## src/rtl/demorgan_sweep_ctrl.sv

```systemverilog
// demorgan_sweep_ctrl: exhaustive operand sweep for two De Morgan gate forms.
// Form X = ~(a|b) and form Y = (~a)&(~b) live outside this block. Every (a,b)
// pair is driven once, the two results are compared after LAT cycles, and
// mismatches are counted and the first failing vector is remembered.
// Optional build macro DEMORGAN_STOP_ON_FAIL_EN ends the sweep at the first
// mismatch. Vectors already in flight are still compared.
module demorgan_sweep_ctrl #(
  parameter int WIDTH = 1,
  parameter int LAT   = 0,
  parameter int CNT_W = 8
) (
  input  logic             clk,
  input  logic             rst_n,
  input  logic             start,
  output logic [WIDTH-1:0] op_a,
  output logic [WIDTH-1:0] op_b,
  output logic             op_valid,
  input  logic [WIDTH-1:0] res_x,
  input  logic [WIDTH-1:0] res_y,
  output logic             busy,
  output logic             done,
  output logic             pass,
  output logic [CNT_W-1:0] err_cnt,
  output logic [WIDTH-1:0] fail_a,
  output logic [WIDTH-1:0] fail_b
);

  localparam int CW = 2 * WIDTH;

  typedef enum logic [1:0] {
    S_IDLE  = 2'd0,
    S_RUN   = 2'd1,
    S_DRAIN = 2'd2,
    S_DONE  = 2'd3
  } state_t;

  state_t           state_q;
  logic [CW-1:0]    cnt_q;
  logic             vld_q;
  logic             busy_q;
  logic             done_q;
  logic             pass_q;
  logic [CNT_W-1:0] err_cnt_q;
  logic [WIDTH-1:0] fail_a_q;
  logic [WIDTH-1:0] fail_b_q;

  // Tag leaving the sampling pipeline this cycle, and whether any
  // younger tag is still travelling behind it.
  logic             chk_vld;
  logic [WIDTH-1:0] chk_a;
  logic [WIDTH-1:0] chk_b;
  logic             pending;

  logic             mism;
  logic             stop_req;
  logic [CNT_W-1:0] err_cnt_d;
  logic [WIDTH-1:0] fail_a_d;
  logic [WIDTH-1:0] fail_b_d;

  // The operands are the sweep counter itself: a in the low half, b in the high half.
  assign op_a     = cnt_q[WIDTH-1:0];
  assign op_b     = cnt_q[CW-1:WIDTH];
  assign op_valid = vld_q;
  assign busy     = busy_q;
  assign done     = done_q;
  assign pass     = pass_q;
  assign err_cnt  = err_cnt_q;
  assign fail_a   = fail_a_q;
  assign fail_b   = fail_b_q;

  generate
    if (LAT == 0) begin : g_comb
      // Combinational gates: compare in the same cycle as the drive.
      assign chk_vld = vld_q;
      assign chk_a   = op_a;
      assign chk_b   = op_b;
      assign pending = 1'b0;
    end else begin : g_pipe
      // Stage i holds the vector that was driven i+1 cycles ago.
      localparam logic [LAT-1:0] PEND_MASK = {LAT{1'b1}} >> 1;
      logic [LAT-1:0]            tag_vld_q;
      logic [LAT-1:0][WIDTH-1:0] tag_a_q;
      logic [LAT-1:0][WIDTH-1:0] tag_b_q;

      // Shift {valid, a, b} tags alongside the external gate latency.
      always_ff @(posedge clk) begin
        if (!rst_n) begin
          tag_vld_q <= '0;
          tag_a_q   <= '0;
          tag_b_q   <= '0;
        end else begin
          tag_vld_q[0] <= vld_q;
          tag_a_q[0]   <= op_a;
          tag_b_q[0]   <= op_b;
          for (int i = 1; i < LAT; i++) begin
            tag_vld_q[i] <= tag_vld_q[i-1];
            tag_a_q[i]   <= tag_a_q[i-1];
            tag_b_q[i]   <= tag_b_q[i-1];
          end
        end
      end

      assign chk_vld = tag_vld_q[LAT-1];
      assign chk_a   = tag_a_q[LAT-1];
      assign chk_b   = tag_b_q[LAT-1];
      assign pending = |(tag_vld_q & PEND_MASK);
    end
  endgenerate

  // Compare the exiting tag and work out the next error bookkeeping.
  always_comb begin
    mism      = chk_vld && (res_x != res_y);
    err_cnt_d = err_cnt_q;
    fail_a_d  = fail_a_q;
    fail_b_d  = fail_b_q;
    if (mism) begin
      // The counter saturates and never wraps, so zero means no mismatch yet.
      if (err_cnt_q == '0) begin
        fail_a_d = chk_a;
        fail_b_d = chk_b;
      end
      if (err_cnt_q != '1) begin
        err_cnt_d = err_cnt_q + CNT_W'(1);
      end
    end
  end

`ifdef DEMORGAN_STOP_ON_FAIL_EN
  assign stop_req = mism;
`else
  assign stop_req = 1'b0;
`endif

  // Sweep FSM: IDLE/DONE accept start, RUN drives vectors, DRAIN empties the tags.
  always_ff @(posedge clk) begin
    if (!rst_n) begin
      state_q   <= S_IDLE;
      cnt_q     <= '0;
      vld_q     <= 1'b0;
      busy_q    <= 1'b0;
      done_q    <= 1'b0;
      pass_q    <= 1'b0;
      err_cnt_q <= '0;
      fail_a_q  <= '0;
      fail_b_q  <= '0;
    end else begin
      case (state_q)
        S_IDLE, S_DONE: begin
          if (start) begin
            state_q   <= S_RUN;
            cnt_q     <= '0;
            vld_q     <= 1'b1;
            busy_q    <= 1'b1;
            done_q    <= 1'b0;
            pass_q    <= 1'b0;
            err_cnt_q <= '0;
            fail_a_q  <= '0;
            fail_b_q  <= '0;
          end
        end
        S_RUN: begin
          err_cnt_q <= err_cnt_d;
          fail_a_q  <= fail_a_d;
          fail_b_q  <= fail_b_d;
          if (stop_req || (cnt_q == '1)) begin
            // Operands hold their last value while the tags drain.
            vld_q <= 1'b0;
            if (LAT == 0) begin
              state_q <= S_DONE;
              busy_q  <= 1'b0;
              done_q  <= 1'b1;
              pass_q  <= (err_cnt_d == '0);
            end else begin
              state_q <= S_DRAIN;
            end
          end else begin
            cnt_q <= cnt_q + CW'(1);
          end
        end
        S_DRAIN: begin
          err_cnt_q <= err_cnt_d;
          fail_a_q  <= fail_a_d;
          fail_b_q  <= fail_b_d;
          // The tag compared this cycle is the last one still in flight.
          if (!pending) begin
            state_q <= S_DONE;
            busy_q  <= 1'b0;
            done_q  <= 1'b1;
            pass_q  <= (err_cnt_d == '0);
          end
        end
        default: state_q <= S_IDLE;
      endcase
    end
  end

endmodule

```

## config.mk

```make
export PLATFORM = sky130hd
export DESIGN_NAME = demorgan_sweep_ctrl
export DESIGN_NICKNAME = d
export VERILOG_FILES = /design/src/rtl/demorgan_sweep_ctrl.sv
export SDC_FILE = /design/constraint.sdc
export NUM_CORES = 1
export LEC_CHECK = 0
export ABC_AREA = 0
export CORE_UTILIZATION = 54
export CTS_CLUSTER_DIAMETER = 60
export DETAILED_ROUTE_END_ITERATION = 16
export PLACE_DENSITY = 0.83
export SLEW_MARGIN = 20
export SYNTH_ARGS = -nofsm -noshare
export SYNTH_HDL_FRONTEND = slang
export SYNTH_SLANG_ARGS = --single-unit
```

## constraint.sdc

```tcl
create_clock -name clk -period 4.95 [get_ports clk]
set_clock_uncertainty 0.05 [all_clocks]
set_input_delay 0.99 -clock clk [delete_from_list [all_inputs] [get_ports clk]]
set_output_delay 0.99 -clock clk [all_outputs]
set_load 0.005 [all_outputs]
```

==> results of run 1 <==
placed cells by master, fill, tap and decap left out, types with 2 or more instances in the layout:
| master | count |
|---|---|
| a21oi_1 | 10 |
| a311oi_1 | 3 |
| a31oi_1 | 2 |
| and2_1 | 2 |
| and3_1 | 4 |
| clkbuf_4 | 3 |
| clkdlybuf4s50_1 | 20 |
| dfxtp_1 | 17 |
| ha_1 | 4 |
| inv_1 | 6 |
| mux2i_1 | 2 |
| nand2_1 | 12 |
| nand2b_1 | 3 |
| nand3_1 | 5 |
| nand4_1 | 4 |
| nor2_1 | 21 |
| nor3_1 | 3 |
| o21ai_0 | 4 |
| o21ai_1 | 3 |
power by group:
group | switching (mW) | leakage (nW) | total (mW) | internal, mW
logic | 0.108 | 0.328 | 0.190 | 0.0828
registers | 0.0207 | 0.138 | 0.177 | 0.156
clock network | 0.0419 | 0.0150 | 0.0733 | 0.0313
how the worst max path moves through the flow:
| stage | from | end | slack (ns) |
|---|---|---|---|
| finish | op_valid$_SDFFE_PN0P_ | op_valid | 2.49 |
| global placement | res_x | pass$_SDFFE_PN0P_ | 2.27 |
| global route | res_x | err_cnt[4]$_SDFFE_PN0P_ | 2.39 |
| CTS | op_valid$_SDFFE_PN0P_ | op_valid | 2.50 |
| detailed placement | res_x | err_cnt[4]$_SDFFE_PN0P_ | 2.22 |
| floorplan | res_y | pass$_SDFFE_PN0P_ | 2.85 |
cell families (layout without fill, tap and decap cells):
logic type,after synthesis,after routing,synth area share [%]
and+or+nand+nor,64,64,31.6
AOI/OAI and AO/OA,31,31,19.9
DFF,17,17,31.6
buffers and inverters,16,31,6.39
adders and majority gates,4,4,4.65
muxes,4,4,4.30
xor gates and xnor gates,2,2,1.63
synth_stat cells, types with 2 or more instances:
cell type,n,area [sq um]
nand3_1,5,25.0
nor2_1,21,78.8
nand2_1,12,45.0
inv_1,6,22.5
nand2b_1,3,18.8
a31oi_1,2,12.5
mux2i_1,2,20.0
nand4_1,4,25.0
clkbuf_1,2,7.51
and2_1,2,12.5
dfxtp_1,17,340
a21oi_1,10,50.1
o21ai_0,4,20.0
and3_1,4,25.0
o21ai_1,3,15.0
nor3_1,3,15.0
buf_2,6,30.0
a311oi_1,3,26.3
ha_1,4,50.1
layout make-up:
cell class	instances	area (sq um)
clock buffers	4	26.3
fillers	155	509
inverters	7	26.3
multi-input cells	105	668
flip-flops and latches	17	340
well taps	25	31.3
repair buffers	20	200
metrics by stage:
| step | worst slack [ns] | util, % | instances | hold WS, ns | total power, mW |
|---|---|---|---|---|---|
| 5_1_grt | 2.39 | 71.7 | 178 | 0.474 | 0.469 |
| 6_report | 2.49 | 71.7 | 178 | 0.429 | 0.440 |
| 3_5_place_dp | 2.22 | 70.3 | 174 | 0.419 | 0.366 |
| 4_1_cts | 2.50 | 71.7 | 178 | 0.431 | 0.439 |
| 2_1_floorplan | 2.85 | - | 138 | 0.391 | 0.302 |
| 3_3_place_gp | 2.27 | 70.3 | 174 | 0.412 | 0.361 |
layer usage:
metal  wire length (um)  vias up
met1               1170      513
met2               1200       50
met5                  0        -
met4                  0        0
li1                   -      527
met3                194        0
worst register-to-register path, stage by stage (launching register included):
cell and delay [ns]:
dfxtp_1 0.34, inv_1 0.06, ha_1 0.46, nor4b_1 0.30, nand4_1 0.24, a31oi_1 0.24, nor2_1 0.05
registers in the layout, indices dropped and copies added, names as in the netlist:
signal / flops
err_cnt: 8
cnt_q: 2
state_q: 2
busy: 1
fail_a: 1
fail_b: 1
op_valid: 1
pass: 1
==> impl_metrics.yaml, run 1 <==
timing:
  setup-tns-final_ns: 0
  drv_slew: 0
  hold_viol: 0
  period_share_pct: 49.7
  final-setup-viol-count: 0
  fmax_mhz: 407
  slew_headroom_pct: 69.7
  min_period_ns: 2.46
  grt_setup_unrepaired: "false"
  tightest_slew_ns: 0.454
global_route:
  grt_max_degree: 13
  met3_usage_pct: 6.27
  gr-usage-met2_pct: 41.7
  antenna_found_initial: 0
  grt_pass1_vias: 925
  grt_busiest_layer: "met2"
  met1_usage_pct: 33.5
  grt_pass1_wl_mm: 3.97
  overflow: 0
  track_usage_pct: 25.1
route:
  drtIter0Drc: 31
  wl_mm: 2.56
  first_pass_iters: 4
  routed_via_density: 6.12
  num_vias: 1090
  wire_per_inst_um: 14.4
  route.detailed.drc: 0
  ant_nets: 0
die:
  num_rows: 15
  die_h_um: 46.7
  coreArea_sq_um: 1800
  start_util_pct: 59.8
  chipWidth_um: 46.7
  die_area_sq_um: 2180
  io_pins: 21
power:
  ir_drop_v: 0.000304
  p_leak_nw: 0.481
  p_per_area_nw_per_um2: 341
setup_path:
  worst-path-buf-inv: 1
  reg2reg_depth: 6
  cp_cell_sequence: "clkdlybuf4s50_1"
  slowest_delay_ns: 0.57
  end_kind: "output pin"
  cp_slowest_cell: "clkdlybuf4s50_1"
  crit_path_start_kind: "flop"
  cp_top_family: "buffers and inverters"
  r2r-end: "fail_b$_SDFFE_PN0P_"
  critPathMaxFanout: 9
  crit_required_ns: 3.91
  rr_startpoint: "state_q[1]$_SDFFE_PN0P_"
  ff2ff_setup_slack_ns: 3.09
  critPathKind: "reg -> out"
  cp.depth: 1
  crit_arrival_ns: 1.42
yosys:
  syn-num-nets: 147
  ys.flop_type: "dfxtp_1"
  synth_enable_flop_cells: 0
  avgSynthCellArea_sq_um: 7.81
  syn-cell-area_sq_um: 1080
  ys_seq_elements: 17
  synthDistinctLibCells: 44
  synthArstFlopShare_pct: 0
  synth_seq_area_share_pct: 31.6
  yosysWarnings: 0
  syn_inst: 138
final_layout:
  finish.instance_area_sq_um: 1290
  syn_to_final_growth_pct: 20.0
  nets: 163
  drive_gt1_share_pct: 8.50
  n_antenna_cell: 0
cts:
  cts_setup_buffers: 0
  cts_resized: 0
  cts.path.max_buffers: 2
  tritoncts: "yes"
  path_clk_slew_ns: 0.09
  cts_root_buf: "clkbuf_4"
  clk_latency_ns: 0.29
  htree_levels: 1
  hold_buffers: 0
  cts_sinks: 17
  cts_buffers: 3
worst_hold_path:
  min_to: "pass$_SDFFE_PN0P_"
  hp-start: "pass$_SDFFE_PN0P_"
  min_path_cells: 2
  holdCritPathClass: "reg -> reg"
placed_design:
  dp_hpwl_mm: 1.93
  dpl_cell_area_sq_um: 1270
  gp_congestion: 0.858
  portBuffers: 20
job:
  cap_violations: 0
outcome:
  status: "finished, final reports clean"
Note: power is estimated with default switching activity, not from simulation.
==> inputs of run 2 (changes only) <==
CORE_UTILIZATION = 50   (was 54)
PLACE_DENSITY = 0.78   (was 0.83)
clock period = 2.4 ns   (was 4.95 ns; I/O delays follow)
==> impl_metrics.yaml, run 2 (synthesis gave the netlist of run 1 again) <==
cts:
  cts_root_buf: "clkbuf_4"
  cts_resized: 0
  cts_sinks: 17
  cts_buffers: 3
  htree_levels: 1
  tritoncts: "yes"
  hold_buffers: 0
  path_clk_slew_ns: 0.10
  clk_latency_ns: 0.30
  cts_setup_buffers: 0
  cts.path.max_buffers: 2
placed_design:
  pre_cts_ws_ns: 0.178
  dpl_cell_area_sq_um: 1270
  portBuffers: 20
  dp_hpwl_mm: 1.80
  gp_congestion: 0.881
power:
  p_per_area_nw_per_um2: 715
  comb_power_share_pct: 42.8
  p_int_mw: 0.557
  ir_drop_v: 0.000538
  power_mw: 0.926
  pwr-share-seq_pct: 39.6
  p_sw_mw: 0.369
  p_leak_nw: 0.481
  switching_share_pct: 39.9
  clockPowerShare_pct: 17.6
die:
  io_pins: 21
  chipWidth_um: 48.4
  die_h_um: 48.4
  start_util_pct: 53.8
  num_rows: 16
  die_area_sq_um: 2340
  coreArea_sq_um: 2000
route:
  wire_per_inst_um: 14.7
  first_pass_iters: 4
  drtIter0Drc: 67
  wl_met3_um: 152
  highest_layer: "met4"
  routedLengthMet1_mm: 1.22
  wl_met2_mm: 1.22
  num_vias: 1078
  wl_mm: 2.64
  routed_via_density: 5.99
  route.detailed.drc: 0
  ant_nets: 0
outcome:
  status: "finished, final reports clean"
global_route:
  grt_pass1_vias: 1039
  grt_max_degree: 13
  antenna_found_initial: 0
  grt_pass1_wl_mm: 4.39
  overflow: 0
  track_usage_pct: 23.5
setup_path:
  worst-path-buf-inv: 1
  crit_path_start_kind: "flop"
  crit_required_ns: 1.87
  cp_cell_sequence: "clkdlybuf4s50_1"
  critPathMaxFanout: 9
  crit_arrival_ns: 1.46
  slowest_delay_ns: 0.58
  end_kind: "output pin"
  critPathKind: "reg -> out"
  cp_slowest_cell: "dfxtp_1"
  cp_top_family: "flip-flops"
timing:
  slew_headroom_pct: 67.8
  fmax_mhz: 503
  hold_viol: 0
  period_share_pct: 82.8
  setup_ws_ns: 0.413
  setup-tns-final_ns: 0
  final-setup-viol-count: 0
  min_period_ns: 1.99
  grt_setup_unrepaired: "false"
  drv_slew: 0
  tightest_slew_ns: 0.481
final_layout:
  drive_gt1_share_pct: 8.50
  syn_to_final_growth_pct: 20.2
  nFillCells: 178
  final_common_cell: "nor2_1"
  largest_reg_flops: 8
  final_cell_mix: "nor2_1, clkdlybuf4s50_1, dfxtp_1"
  final_util_pct: 64.7
  finish.instance_area_sq_um: 1290
  n_antenna_cell: 0
  nets: 163
worst_hold_path:
  holdCritPathClass: "reg -> reg"
job:
  cap_violations: 0
-- run 2: cell counts in the layout (fill, tap and decap cells not counted) --
No cell type changed its count.
-- run 2: path summary, 6_finish.rpt --
kind | from | to | slack (ns) | cells past startpoint
max | op_valid$_SDFFE_PN0P_ | op_valid | 0.41 | 1
min | state_q[0]$_SDFFE_PN0P_ | state_q[0]$_SDFFE_PN0P_ | 0.43 | 2
max reg2reg | err_cnt[1]$_SDFFE_PN0P_ | pass$_SDFFE_PN0P_ | 0.57 | 6
min reg2reg | state_q[0]$_SDFFE_PN0P_ | state_q[0]$_SDFFE_PN0P_ | 0.43 | 2
-- run 2: cell type report --
cell class              count  area (sq um)  area share [%]
repair buffers             20           200            15.5
flip-flops and latches     17           340            26.3
clock buffers               4          26.3            2.03
well taps                  27          33.8            2.61
multi-input cells         105           668            51.6
inverters                   7          26.3            2.03
-- run 2: worst register-to-register path, cell delays in order (launching register included) --
cell and delay, ns:
dfxtp_1 0.43, ha_1 0.29, nand3_2 0.16, o211ai_4 0.30, mux2_4 0.33, nand4_1 0.09
o21ai_1 0.07
-- run 2: power by group through the flow --
stage          Clock [mW]  Combinational (mW)  Sequential [mW]
3_3_place_gp            0               0.379            0.368
4_1_cts             0.158               0.391            0.365
2_1_floorplan           0               0.267            0.355
6_report            0.163               0.396            0.366
5_1_grt             0.168               0.437            0.373
3_5_place_dp            0               0.384            0.369
-- run 2: through the flow --
step / hold WS (ns) / instances
floorplan: 0.391 / 138
global placement: 0.405 / 176
detailed placement: 0.411 / 176
CTS: 0.437 / 180
global route: 0.459 / 180
finish: 0.435 / 180
-- run 2: routing by layer --
layer,vias to the layer above,global-route usage [%]
li1,517,-
met1,510,31.4
met2,44,37.3
met3,7,4.40
met4,0,9.31
met5,-,0
==> inputs of run 3 (changes only) <==
clock period = 1.9 ns   (was 2.4 ns; I/O delays follow)
==> impl_metrics.yaml, run 3 (synthesis gave the netlist of run 1 again) <==
global_route:
  grt_pass1_wl_mm: 4.75
  grt_pass1_vias: 1038
  track_usage_pct: 25.4
  antenna_found_initial: 0
  overflow: 0
  grt_max_degree: 13
timing:
  setup_ws_ns: 0.0398
  hold_viol: 0
  min_period_ns: 1.86
  fmax_mhz: 538
  slew_headroom_pct: 71.7
  setup-tns-final_ns: 0
  final-setup-viol-count: 0
  tightest_slew_ns: 0.422
  period_share_pct: 97.9
  drv_slew: 0
  timing.hold.ws_ns: 0.429
worst_hold_path:
  min_path_cells: 2
  holdCritPathClass: "reg -> reg"
job:
  cap_violations: 0
final_layout:
  syn_to_final_growth_pct: 26.8
  final_cell_mix: "nor2_1, clkdlybuf4s50_1, dfxtp_1"
  final_common_cell: "nor2_1"
  n_antenna_cell: 0
  largest_reg_flops: 8
  drive_gt1_share_pct: 15.4
  nets: 172
  finish.instance_area_sq_um: 1370
  nFillCells: 176
route:
  wire_per_inst_um: 14.8
  drtIter0Drc: 43
  routed_via_density: 5.91
  ant_nets: 0
  wl_mm: 2.80
  route.detailed.drc: 0
  first_pass_iters: 5
  num_vias: 1117
outcome:
  status: "finished, final reports clean"
die:
  die_h_um: 48.4
  io_pins: 21
  chipWidth_um: 48.4
  start_util_pct: 53.8
  coreArea_sq_um: 2000
  die_area_sq_um: 2340
  num_rows: 16
cts:
  cts_sinks: 17
  htree_levels: 1
  tritoncts: "yes"
  clk_latency_ns: 0.30
  cts_buffers: 3
  cts.path.max_buffers: 2
  path_clk_slew_ns: 0.10
  cts_root_buf: "clkbuf_4"
setup_path:
  slowest_delay_ns: 0.59
  end_kind: "output pin"
  cp_slowest_cell: "clkdlybuf4s50_1"
  cp_top_family: "buffers and inverters"
  crit_arrival_ns: 1.43
  cp_cell_sequence: "clkdlybuf4s50_1"
  crit_required_ns: 1.47
  critPathKind: "reg -> out"
  critPathMaxFanout: 10
  crit_path_start_kind: "flop"
  cp.depth: 1
  worst-path-buf-inv: 1
  reg2reg_depth: 5
power:
  pwr-share-seq_pct: 36.6
  comb_power_share_pct: 47.3
  p_sw_mw: 0.465
  p_leak_nw: 0.531
  ir_drop_v: 0.000857
  power_mw: 1.21
  p_per_area_nw_per_um2: 885
  clockPowerShare_pct: 16.1
  p_int_mw: 0.744
  switching_share_pct: 38.4
placed_design:
  portBuffers: 20
  dpl_cell_area_sq_um: 1340
  pre_cts_ws_ns: -0.203
  gp_congestion: 0.895
  dp_hpwl_mm: 2.08
[run 3: cell types whose count changed in the layout (fill, tap and decap cells not counted)]
| cell | delta |
|---|---|
| buf_4 | +9 |
| clkbuf_1 | -1 |
| clkinv_2 | +1 |
| dfxtp_1 | -2 |
| dfxtp_2 | +2 |
[run 3: power groups by stage]
| stage | logic [mW] | registers, mW | clock network (mW) |
|---|---|---|---|
| 3_3_place_gp | 0.552 | 0.448 | 0 |
| 6_report | 0.572 | 0.442 | 0.195 |
| 5_1_grt | 0.631 | 0.449 | 0.213 |
| 2_1_floorplan | 0.338 | 0.448 | 0 |
| 4_1_cts | 0.568 | 0.442 | 0.200 |
| 3_5_place_dp | 0.566 | 0.450 | 0 |
[run 3: final cells by class]
type | count | area [sq um] | share of cell area [%]
Timing Repair Buffer | 29 | 268 | 19.6
Tap cell | 27 | 33.8 | 2.47
Inverter | 7 | 26.3 | 1.92
Sequential cell | 17 | 343 | 25.1
Multi-Input combinational cell | 105 | 668 | 48.9
Clock inverter | 1 | 5.00 | 0.366
Clock buffer | 3 | 22.5 | 1.65
[run 3: final timing paths]
path,startpoint,end,slack (ns)
worst max-delay path,err_cnt[4]$_SDFFE_PN0P_,err_cnt[4],0.04
worst min-delay path,pass$_SDFFE_PN0P_,pass$_SDFFE_PN0P_,0.43
worst max register to register,err_cnt[2]$_SDFFE_PN0P_,pass$_SDFFE_PN0P_,0.15
worst min register to register,pass$_SDFFE_PN0P_,pass$_SDFFE_PN0P_,0.43
[run 3: what timing repair did]
item	CTS	global route
setup buffers	0	0
resized for setup	0	2
setup endpoints to repair	0	2
hold buffers	0	0
[run 3: per-stage QoR]
stage	utilization, %	std cells
floorplan	-	138
CTS	68.1	189
global route	68.3	189
finish	68.3	189
global placement	66.8	185
detailed placement	66.8	185
[run 3: layer usage]
layer / global-route usage (%) / part of all wire, %
met2: 44.4 / 49
met3: 4.72 / 5.3
met5: 0 / 0
met4: 3.92 / 0.61
met1: 33.2 / 45
